### src/rtl/snake_pkg.sv
// Shared snake-game constants: grid geometry, playfield bounds, coordinate widths
// and the food placer state encoding.
package snake_pkg;

    localparam int unsigned X_W     = 10;
    localparam int unsigned Y_W     = 9;
    localparam int unsigned GRID    = 10;
    localparam int unsigned SCR_W   = 640;
    localparam int unsigned SCR_H   = 480;
    localparam int unsigned X_MIN   = 10;
    localparam int unsigned X_MAX   = 620;
    localparam int unsigned Y_MIN   = 10;
    localparam int unsigned Y_MAX   = 460;
    localparam int unsigned MAX_LEN = 64;
    localparam int unsigned ADDR_W  = $clog2(MAX_LEN);
    localparam int unsigned LEN_W   = ADDR_W + 1;
    localparam int unsigned INIT_X  = 320;
    localparam int unsigned INIT_Y  = 240;

    typedef enum logic [2:0] {
        ST_IDLE   = 3'd0,
        ST_SAMPLE = 3'd1,
        ST_SCAN   = 3'd2,
        ST_DRAIN  = 3'd3,
        ST_COMMIT = 3'd4
    } placer_state_e;

endpackage

### src/rtl/food_cell_check.sv
// Combinational screen of one candidate food cell: grid alignment, playfield
// range and difference from the currently displayed food.
module food_cell_check
    import snake_pkg::*;
#(
    parameter int unsigned GRID_P  = GRID,
    parameter int unsigned X_MIN_P = X_MIN,
    parameter int unsigned X_MAX_P = X_MAX,
    parameter int unsigned Y_MIN_P = Y_MIN,
    parameter int unsigned Y_MAX_P = Y_MAX
) (
    input  logic [X_W-1:0] x_i,
    input  logic [Y_W-1:0] y_i,
    input  logic [X_W-1:0] old_x_i,
    input  logic [Y_W-1:0] old_y_i,
    output logic           pass_o
);

    logic [31:0] x_ext_s;
    logic [31:0] y_ext_s;
    logic        aligned_s;
    logic        in_range_s;
    logic        not_old_s;

    assign x_ext_s    = 32'(x_i);
    assign y_ext_s    = 32'(y_i);
    assign aligned_s  = ((x_ext_s % GRID_P) == 32'd0) && ((y_ext_s % GRID_P) == 32'd0);
    assign in_range_s = (x_ext_s >= X_MIN_P) && (x_ext_s <= X_MAX_P) &&
                        (y_ext_s >= Y_MIN_P) && (y_ext_s <= Y_MAX_P);
    assign not_old_s  = (x_i != old_x_i) || (y_i != old_y_i);
    assign pass_o     = aligned_s && in_range_s && not_old_s;

endmodule

### src/rtl/food_placer.sv
// Picks a new food cell after the snake eats: samples the random candidate until
// one passes the cell check, scans the body RAM for overlap, then commits it.
module food_placer
    import snake_pkg::*;
#(
    parameter int unsigned GRID    = snake_pkg::GRID,
    parameter int unsigned X_MIN   = snake_pkg::X_MIN,
    parameter int unsigned X_MAX   = snake_pkg::X_MAX,
    parameter int unsigned Y_MIN   = snake_pkg::Y_MIN,
    parameter int unsigned Y_MAX   = snake_pkg::Y_MAX,
    parameter int unsigned MAX_LEN = snake_pkg::MAX_LEN,
    parameter int unsigned INIT_X  = snake_pkg::INIT_X,
    parameter int unsigned INIT_Y  = snake_pkg::INIT_Y
) (
    input  logic              CLOCK_50,
    input  logic              resetn,
    input  logic [X_W-1:0]    candX,
    input  logic [Y_W-1:0]    candY,
    input  logic              eat,
    input  logic [LEN_W-1:0]  snake_len,
    output logic [ADDR_W-1:0] seg_addr,
    input  logic [X_W-1:0]    seg_x,
    input  logic [Y_W-1:0]    seg_y,
    output logic [X_W-1:0]    foodX,
    output logic [Y_W-1:0]    foodY,
    output logic              food_valid,
    output logic              busy,
    output logic              placed
);

    placer_state_e     state_q, state_d;
    logic [X_W-1:0]    cand_x_q, cand_x_d;
    logic [Y_W-1:0]    cand_y_q, cand_y_d;
    logic [ADDR_W-1:0] seg_addr_q, seg_addr_d;
    logic [X_W-1:0]    food_x_q, food_x_d;
    logic [Y_W-1:0]    food_y_q, food_y_d;
    logic              food_valid_q, food_valid_d;
    logic              busy_q, busy_d;
    logic              placed_q, placed_d;
    logic              cell_pass_s;
    logic              seg_hit_s;
    logic              last_addr_s;

    food_cell_check #(
        .GRID_P  (GRID),
        .X_MIN_P (X_MIN),
        .X_MAX_P (X_MAX),
        .Y_MIN_P (Y_MIN),
        .Y_MAX_P (Y_MAX)
    ) u_cell_check (
        .x_i     (candX),
        .y_i     (candY),
        .old_x_i (food_x_q),
        .old_y_i (food_y_q),
        .pass_o  (cell_pass_s)
    );

    assign seg_hit_s   = (seg_x == cand_x_q) && (seg_y == cand_y_q);
    assign last_addr_s = ({1'b0, seg_addr_q} == (snake_len - 7'd1));

    // Next-state, scan counter and commit decisions.
    always_comb begin
        state_d      = state_q;
        cand_x_d     = cand_x_q;
        cand_y_d     = cand_y_q;
        seg_addr_d   = seg_addr_q;
        food_x_d     = food_x_q;
        food_y_d     = food_y_q;
        food_valid_d = food_valid_q;
        placed_d     = 1'b0;
        case (state_q)
            ST_IDLE: begin
                if (eat) begin
                    state_d      = ST_SAMPLE;
                    food_valid_d = 1'b0;
                end else begin
                    state_d = ST_IDLE;
                end
            end
            ST_SAMPLE: begin
                cand_x_d = candX;
                cand_y_d = candY;
                if (!cell_pass_s) begin
                    state_d = ST_SAMPLE;
                end else if (snake_len == 7'd0) begin
                    state_d = ST_COMMIT;
                end else begin
                    state_d    = ST_SCAN;
                    seg_addr_d = 6'd0;
                end
            end
            ST_SCAN: begin
                // RAM data lags the address by one cycle, so address 0 has no result yet.
                if ((seg_addr_q != 6'd0) && seg_hit_s) begin
                    state_d = ST_SAMPLE;
                end else if (last_addr_s) begin
                    state_d = ST_DRAIN;
                end else begin
                    seg_addr_d = seg_addr_q + 6'd1;
                end
            end
            ST_DRAIN: begin
                if (seg_hit_s) begin
                    state_d = ST_SAMPLE;
                end else begin
                    state_d = ST_COMMIT;
                end
            end
            ST_COMMIT: begin
                food_x_d     = cand_x_q;
                food_y_d     = cand_y_q;
                food_valid_d = 1'b1;
                placed_d     = 1'b1;
                seg_addr_d   = 6'd0;
                state_d      = ST_IDLE;
            end
            default: begin
                state_d = ST_IDLE;
            end
        endcase
        busy_d = (state_d != ST_IDLE);
    end

    // State and output registers with synchronous active-low reset.
    always_ff @(posedge CLOCK_50) begin
        if (!resetn) begin
            state_q      <= ST_IDLE;
            cand_x_q     <= 10'd0;
            cand_y_q     <= 9'd0;
            seg_addr_q   <= 6'd0;
            food_x_q     <= X_W'(INIT_X);
            food_y_q     <= Y_W'(INIT_Y);
            food_valid_q <= 1'b1;
            busy_q       <= 1'b0;
            placed_q     <= 1'b0;
        end else begin
            state_q      <= state_d;
            cand_x_q     <= cand_x_d;
            cand_y_q     <= cand_y_d;
            seg_addr_q   <= seg_addr_d;
            food_x_q     <= food_x_d;
            food_y_q     <= food_y_d;
            food_valid_q <= food_valid_d;
            busy_q       <= busy_d;
            placed_q     <= placed_d;
        end
    end

    assign seg_addr   = seg_addr_q;
    assign foodX      = food_x_q;
    assign foodY      = food_y_q;
    assign food_valid = food_valid_q;
    assign busy       = busy_q;
    assign placed     = placed_q;

endmodule

### config.mk
export PLATFORM = sky130hd
export DESIGN_NAME = food_placer
export DESIGN_NICKNAME = d
export VERILOG_FILES = /design/src/rtl/snake_pkg.sv /design/src/rtl/food_cell_check.sv /design/src/rtl/food_placer.sv
export SDC_FILE = /design/constraint.sdc
export NUM_CORES = 1
export LEC_CHECK = 0
export BUFFER_PORTS_ARGS = -buffer_cell sky130_fd_sc_hd__buf_4
export CAP_MARGIN = 5
export CELL_PAD_IN_SITES_DETAIL_PLACEMENT = 1
export CELL_PAD_IN_SITES_GLOBAL_PLACEMENT = 2
export CORE_ASPECT_RATIO = 1.1
export CORE_MARGIN = 2
export CORE_UTILIZATION = 31
export DETAILED_ROUTE_END_ITERATION = 10
export PLACE_DENSITY_LB_ADDON = 0.1
export SLEW_MARGIN = 0
export SYNTH_ARGS = -nofsm -noshare
export SYNTH_HDL_FRONTEND = slang
export SYNTH_SLANG_ARGS = --single-unit
### constraint.sdc
create_clock -name CLOCK_50 -period 4.4 [get_ports CLOCK_50]
set_input_delay 0 -clock CLOCK_50 [delete_from_list [all_inputs] [get_ports CLOCK_50]]
set_output_delay 0 -clock CLOCK_50 [all_outputs]
set_load 0.02 [all_outputs]
==> results.txt, run 1 <==
Syn Nets: 798
Via count: 6441
Via/cell ratio: 5.725
Vias in the first global route: 6626
Crit Path Max Fanout: 6
Die area: 18830 um^2
R2R Setup Slk: 1880 ps
Tcrit/Tclk final: 0.9581
Total power: 1990 uW
GRT busiest layer: met2
First-pass GRT wire length: 34290 um
Slew Limit Fails: 0
Library cells used by synthesis: 95
Dominant cells by area after synthesis: dfxtp_1, xnor2_1, nand2_1
GP Congestion: 0.8862
Layout area overhead: 34.55%
Cell count after synthesis: 742
Starting density of the core: 0.3135
Synth area leader: dfxtp_1
Class of the most critical setup path: in -> reg
Leak: 0.002913 uW
FILL cells: 2150
Pin count of the biggest net entering global routing: 27
Worst r2r src: cand_y_q[2]$_SDFFE_PN0N_
FF+latch count, synth: 50
Die X: 131.0 um
GRT met3 Usage: 0.02457
Final ANT Viol Nets: 0
Nets: 942
Clock skew after layout: 4.704 ps
Diode count: 0
Core area: 17550 um^2
Final setup vio count: 0
Worst slew pin tran: 869.4 ps
Min Tclk post-route: 4216 ps
Worst Hold Depth: 3
PwrDens: 268.8 nW/um^2
Main flop type after synthesis: dfxtp_1
R2r worst-path depth: 10
GRT Total Usage: 0.2268
Initial antenna violation count: 0
Grt met2 use: 0.4194
Max-slew headroom: 0.4143
Max Cap Viol: 0
Critical Path Start: candX[7]
Drt wl/cell: 19.37 um
VDD IR max: 0.0001531 V
Top-area cell type share of the netlist area: 0.1819
First-pass DRT Iterations: 4
Final Hold Vio Count: 0
Capturing point of the worst reg2reg path: seg_addr[1]$_SDFFE_PN0P_
Yosys warns: 0
Critical Path RT: 4570 ps
CTS tree: yes
Post-synth EDFFs: 0
Share of layout cells above drive strength 1: 0.2920
Final HPWL DP: 17240 um
Post-synth ARST share: 0
# port buffers: 75
Clock buffer depth: 2
Worst-path clk slew: 70 ps
Hold Path Class: in -> reg
Sequential element share of the synthesized area: 0.1819
Status: complete, no violations
CP Launch Type: input port
Ports: 76
Total gr overflow: 0
Min-delay src: candY[0]
Num CTS Buffers: 5
CTS root buffer: clkbuf_16
Clk_lat worst skew: 290 ps
Hold Path End: cand_y_q[0]$_SDFFE_PN0N_
H-tree levels: 2
Total clock sinks: 50
Remaining DRCs: 0
Final core utilization: 0.4218
Met1 usage: 0.2856
Cell row count: 51
Setup crit end kind: register
F_max: 0.2372 GHz
Initial DRC count: 228
Syn avg cell area: 7.414 um^2
Die height: 143.7 um
Synth Cell Area: 5502 um^2
Critical Path AT: 4390 ps
Worst hold margin: 22.33 ps
Total Wirelength: 21790 um
worst max-delay path by stage:
stage,slack (ps),endpoint,cells past startpoint
global placement,-110,seg_addr[0]$_SDFFE_PN0P_,19
detailed placement,-300,seg_addr[0]$_SDFFE_PN0P_,22
floorplan,10,seg_addr[1]$_SDFFE_PN0P_,22
finish,180,seg_addr[1]$_SDFFE_PN0P_,19
CTS,7,seg_addr[0]$_SDFFE_PN0P_,21
global route,-40,seg_addr[1]$_SDFFE_PN0P_,22
metal layers:
layer / wire length [um] / share of wire / vias up
met4: 245 / 0.011 / 0
met2: 11380 / 0.52 / 108
met1: 9605 / 0.44 / 3197
met5: 0 / 0 / -
met3: 556 / 0.026 / 22
li1: - / - / 3114
cells in the mapped netlist (4+ instances only):
cell	n
o211a_1	4
a22o_1	18
clkbuf_1	26
nand3_1	23
nand4_1	19
o21ai_0	28
and2_1	6
nor2b_1	9
a21boi_0	22
o31ai_1	7
and3_1	6
nand2b_1	13
nor2_1	41
inv_1	23
a31oi_1	10
a211oi_1	11
o2111ai_1	6
or2_2	6
nor3_1	32
dfxtp_1	50
buf_2	11
a211o_1	10
mux2_2	5
o211ai_1	6
nand2_1	93
o22ai_1	5
o21a_1	8
buf_4	5
a221o_1	4
o22a_1	9
o311a_1	5
ha_1	8
a21o_1	7
nor4_1	12
a21oi_1	31
or3_1	10
o21ai_1	10
xnor2_1	48
where the power goes:
group	switching [uW]	internal (uW)	total, uW
Clock	175	342	517
Sequential	14.4	466	480
Combinational	543	449	992
Total	733	1260	1990
metrics by stage:
| step | TNS [ps] | setup WS (ps) | area (um^2) | instances |
|---|---|---|---|---|
| floorplan | 0 | 14.09 | 5567 | 742 |
| global placement | -573.9 | -109.8 | 6980 | 1111 |
| detailed placement | -2452 | -295.4 | 6980 | 1111 |
| CTS | 0 | 7.116 | 7189 | 1120 |
| global route | -51.51 | -37.10 | 7402 | 1125 |
| finish | 0 | 184.3 | 7402 | 1125 |
worst max-delay path: stages:
cell and delay, ps:
buf_4 120, nor2_4 110, inv_2 40, ha_1 280, and2b_4 210, a2111oi_2 420
o21ai_2 200, buf_4 170, a211oi_1 230, buf_4 160, o311a_1 190, o21a_2 220
mux2_2 380, or3_1 340, a211o_1 260, a31oi_1 210, a31oi_2 200, o311ai_4 480
o22ai_1 150
timing repair:
| item | in CTS | in global routing |
|---|---|---|
| hold endpoints to repair | 1 | 0 |
| endpoints found under the setup margin | 0 | 10 |
| gates resized for setup | 0 | 31 |
| setup buffers | 0 | 5 |
| hold buffers | 1 | 0 |
flip-flops by register name, summed over array words and instances (netlist names):
name / count
foodY: 9
cand_y_q: 9
busy: 1
seg_addr: 6
food_valid: 1
cand_x_q: 10
state_q: 3
foodX: 10
placed: 1
cell families (layout without fill, tap and decap cells):
logic type | after synthesis | after routing | share of synthesized area
AO/OA/AOI/OAI | 254 | 254 | 0.3618
flip-flops | 50 | 50 | 0.1819
XOR/XNOR | 50 | 50 | 0.07960
buffers and inverters | 68 | 213 | 0.05231
multiplexers | 9 | 9 | 0.01819
AND/OR/NAND/NOR | 301 | 301 | 0.2843
adder cells (fa/ha/maj) | 10 | 10 | 0.02183
placed cells by master, fill, tap and decap left out, drive strengths merged, types with 8 or more instances in the layout:
| cell | count |
|---|---|
| or2 | 9 |
| nor3 | 34 |
| or3 | 11 |
| buf | 180 |
| nand2b | 14 |
| ha | 8 |
| nand2 | 93 |
| o21a | 8 |
| nand4 | 20 |
| o21ai | 39 |
| a211oi | 14 |
| a21boi | 22 |
| dfxtp | 50 |
| xnor2 | 48 |
| o22a | 9 |
| a21oi | 31 |
| inv | 24 |
| a211o | 11 |
| nor4 | 12 |
| nor2b | 9 |
| nor2 | 43 |
| nand3 | 23 |
| a31oi | 10 |
| a22o | 18 |
| o31ai | 8 |
layout make-up:
class,instances,area [um^2],area share
Clock inverter,2,60.06,0.008114
Inverter,24,90.09,0.01217
Timing Repair Buffer,181,1361,0.1839
Multi-Input combinational cell,624,4453,0.6016
Sequential cell,50,1001,0.1352
Clock buffer,6,138.9,0.01876
Tap cell,238,297.8,0.04023
No activity file was read; power rests on OpenSTA's default activity.
==> run 2: changes to the inputs <==
clock period = 3.6 ns   (was 4.4 ns; I/O delays follow)
==> run 2 against run 1 <==
Net effect: clock power up 5.8%; critical endpoint is now seg_addr[0]$_SDFFE_PN0P_; die area did not move; the flow now finishes with violations (setup timing); critical path type unchanged; register-to-register slack worse by 740 ps; global-route usage up 2.0 points; largest cell class unchanged; via count increased by 6.1%; critical path depth up 2; sequential cell count unchanged; cell count is 9.6% higher.
==> results.txt, run 2 (synthesis gave the netlist of run 1 again) <==
Status: finished with violations
Failing checks: setup timing
Initial DRC count: 211
Post-route setup slack: -517.2 ps
First-pass DRT Iterations: 4
Placed cells: 1189
Class of the most critical setup path: in -> reg
Place WS: -1051 ps
# port buffers: 75
Slew Limit Fails: 0
Num CTS Buffers: 5
Diode count: 0
VDD IR max: 0.0002004 V
Share of layout cells above drive strength 1: 0.4050
Min Tclk post-route: 4117 ps
Slowest cell on crit path: or3b_1
CP delay by family, top: compound AO/OA/AOI/OAI gates
Clock buffer depth: 2
Final HPWL DP: 18430 um
Die X: 131.0 um
Max-slew headroom: 0.4607
F_max: 0.2429 GHz
Final ANT Viol Nets: 0
Nets: 1050
Total gr overflow: 0
First-pass GRT wire length: 37240 um
Final Hold Vio Count: 0
Drt wl/cell: 19.61 um
Setup crit end kind: register
Vias in the first global route: 7212
Clk_lat worst skew: 290 ps
Ports: 76
Critical Path RT: 3760 ps
Remaining DRCs: 0
Worst slew pin tran: 800.4 ps
Crit Path Max Fanout: 7
Die area: 18830 um^2
Core area: 17550 um^2
Layout area overhead: 56.20%
Leak: 0.003489 uW
Via/cell ratio: 5.543
CP bufs+invs: 6
Most numerous cell on the critical path: buf_4
Critical Path AT: 4270 ps
Total power: 2655 uW
Most frequent cells in the layout: buf_4, nand2_1, dfxtp_1
GP Congestion: 0.9289
Clock skew after layout: 6.098 ps
Cell row count: 51
GRT Total Usage: 0.2468
Final non-filler cell total: 1233
Max Cap Viol: 0
CP Launch Type: input port
Total clock sinks: 50
Pin count of the biggest net entering global routing: 25
Initial antenna violation count: 0
Die height: 143.7 um
Hold Path Class: in -> reg
Slowest stage delay, CP: 400 ps
RSZ-0062 raised after global routing: yes
PwrDens: 309.0 nW/um^2
Setup tns final: -4587 ps
Final setup vio count: 10
Via count: 6834
Final core utilization: 0.4897
H-tree levels: 2
Worst-path clk slew: 70 ps
CP cell instances: buf_8, nor2_4, inv_2, ha_4, and2b_4, a2111oi_4, buf_4, o21ai_4, mux2_4, a221oi_4, buf_4, o21ai_4, a2111oi_4, buf_4, nor4_4, or3b_1, a31oi_2, buf_4, a31oi_4, o311ai_4, mux2i_1
CTS root buffer: clkbuf_16
Most common cell after layout, fill and taps aside: buf_4
Tcrit/Tclk final: 1.144
Starting density of the core: 0.3135
Total Wirelength: 24190 um
CTS tree: yes
run 2: cell types whose count changed in the layout (fill, tap and decap cells not counted), moves of 4 or more:
cell	delta
a21oi_2	+6
nand3_2	+4
buf_4	+98
buf_6	+8
a21oi_1	-7
nor3_1	-5
nand3_1	-4
run 2: cell type report:
class / instances / area, um^2
Clock inverter: 3 / 45.04
Tap cell: 238 / 297.8
Multi-Input combinational cell: 625 / 4832
Fill cell: 2125 / 8955
Timing Repair Buffer: 288 / 2202
Clock buffer: 5 / 125.1
Sequential cell: 50 / 1001
Inverter: 24 / 90.09
run 2: path summary, 6_finish.rpt:
path	cells past startpoint	slack, ps	start	endpoint
setup / recovery	21	-520	candX[8]	seg_addr[0]$_SDFFE_PN0P_
hold / removal	3	10	candY[0]	cand_y_q[0]$_SDFFE_PN0N_
setup reg to reg	10	1140	cand_y_q[2]$_SDFFE_PN0N_	seg_addr[0]$_SDFFE_PN0P_
hold reg to reg	2	460	food_valid$_SDFFE_PN1P_	food_valid$_SDFFE_PN1P_
run 2: metrics by stage:
| stage | hold WS [ps] | area [um^2] |
|---|---|---|
| after global routing | 34.17 | 8593 |
| after global placement | 288.3 | 7631 |
| after detailed placement | 299.4 | 7631 |
| after CTS | 4.530 | 8250 |
| final | 13.57 | 8593 |
| after floorplan | 145.1 | 5645 |
run 2: timing repair:
item,4_1_cts,5_1_grt
hold buffers,1,0
pin swaps,21,29
resized for setup,52,40
setup buffers,18,17
cloned,0,1
endpoints found under the setup margin,10,10
endpoints found under the hold margin,1,0
run 2: power breakdown:
| group | internal (uW) | leakage, uW | switching (uW) |
|---|---|---|---|
| combinational | 737 | 0.00301 | 783 |
| sequential | 569 | 0.000406 | 18.1 |
| clock | 328 | 0.0000760 | 219 |
| total | 1630 | 0.00349 | 1020 |
run 2: worst min-delay path: stages:
cell	delay (ps)
buf_4	140
nand2_1	60
a21boi_0	60
run 2: metal layers:
metal	GRT usage	up-vias	routed length, um
met5	0	-	0
met4	0.06551	0	463
met3	0.02271	35	476
met2	0.4600	97	13010
met1	0.2992	3384	10240
li1	-	3318	-
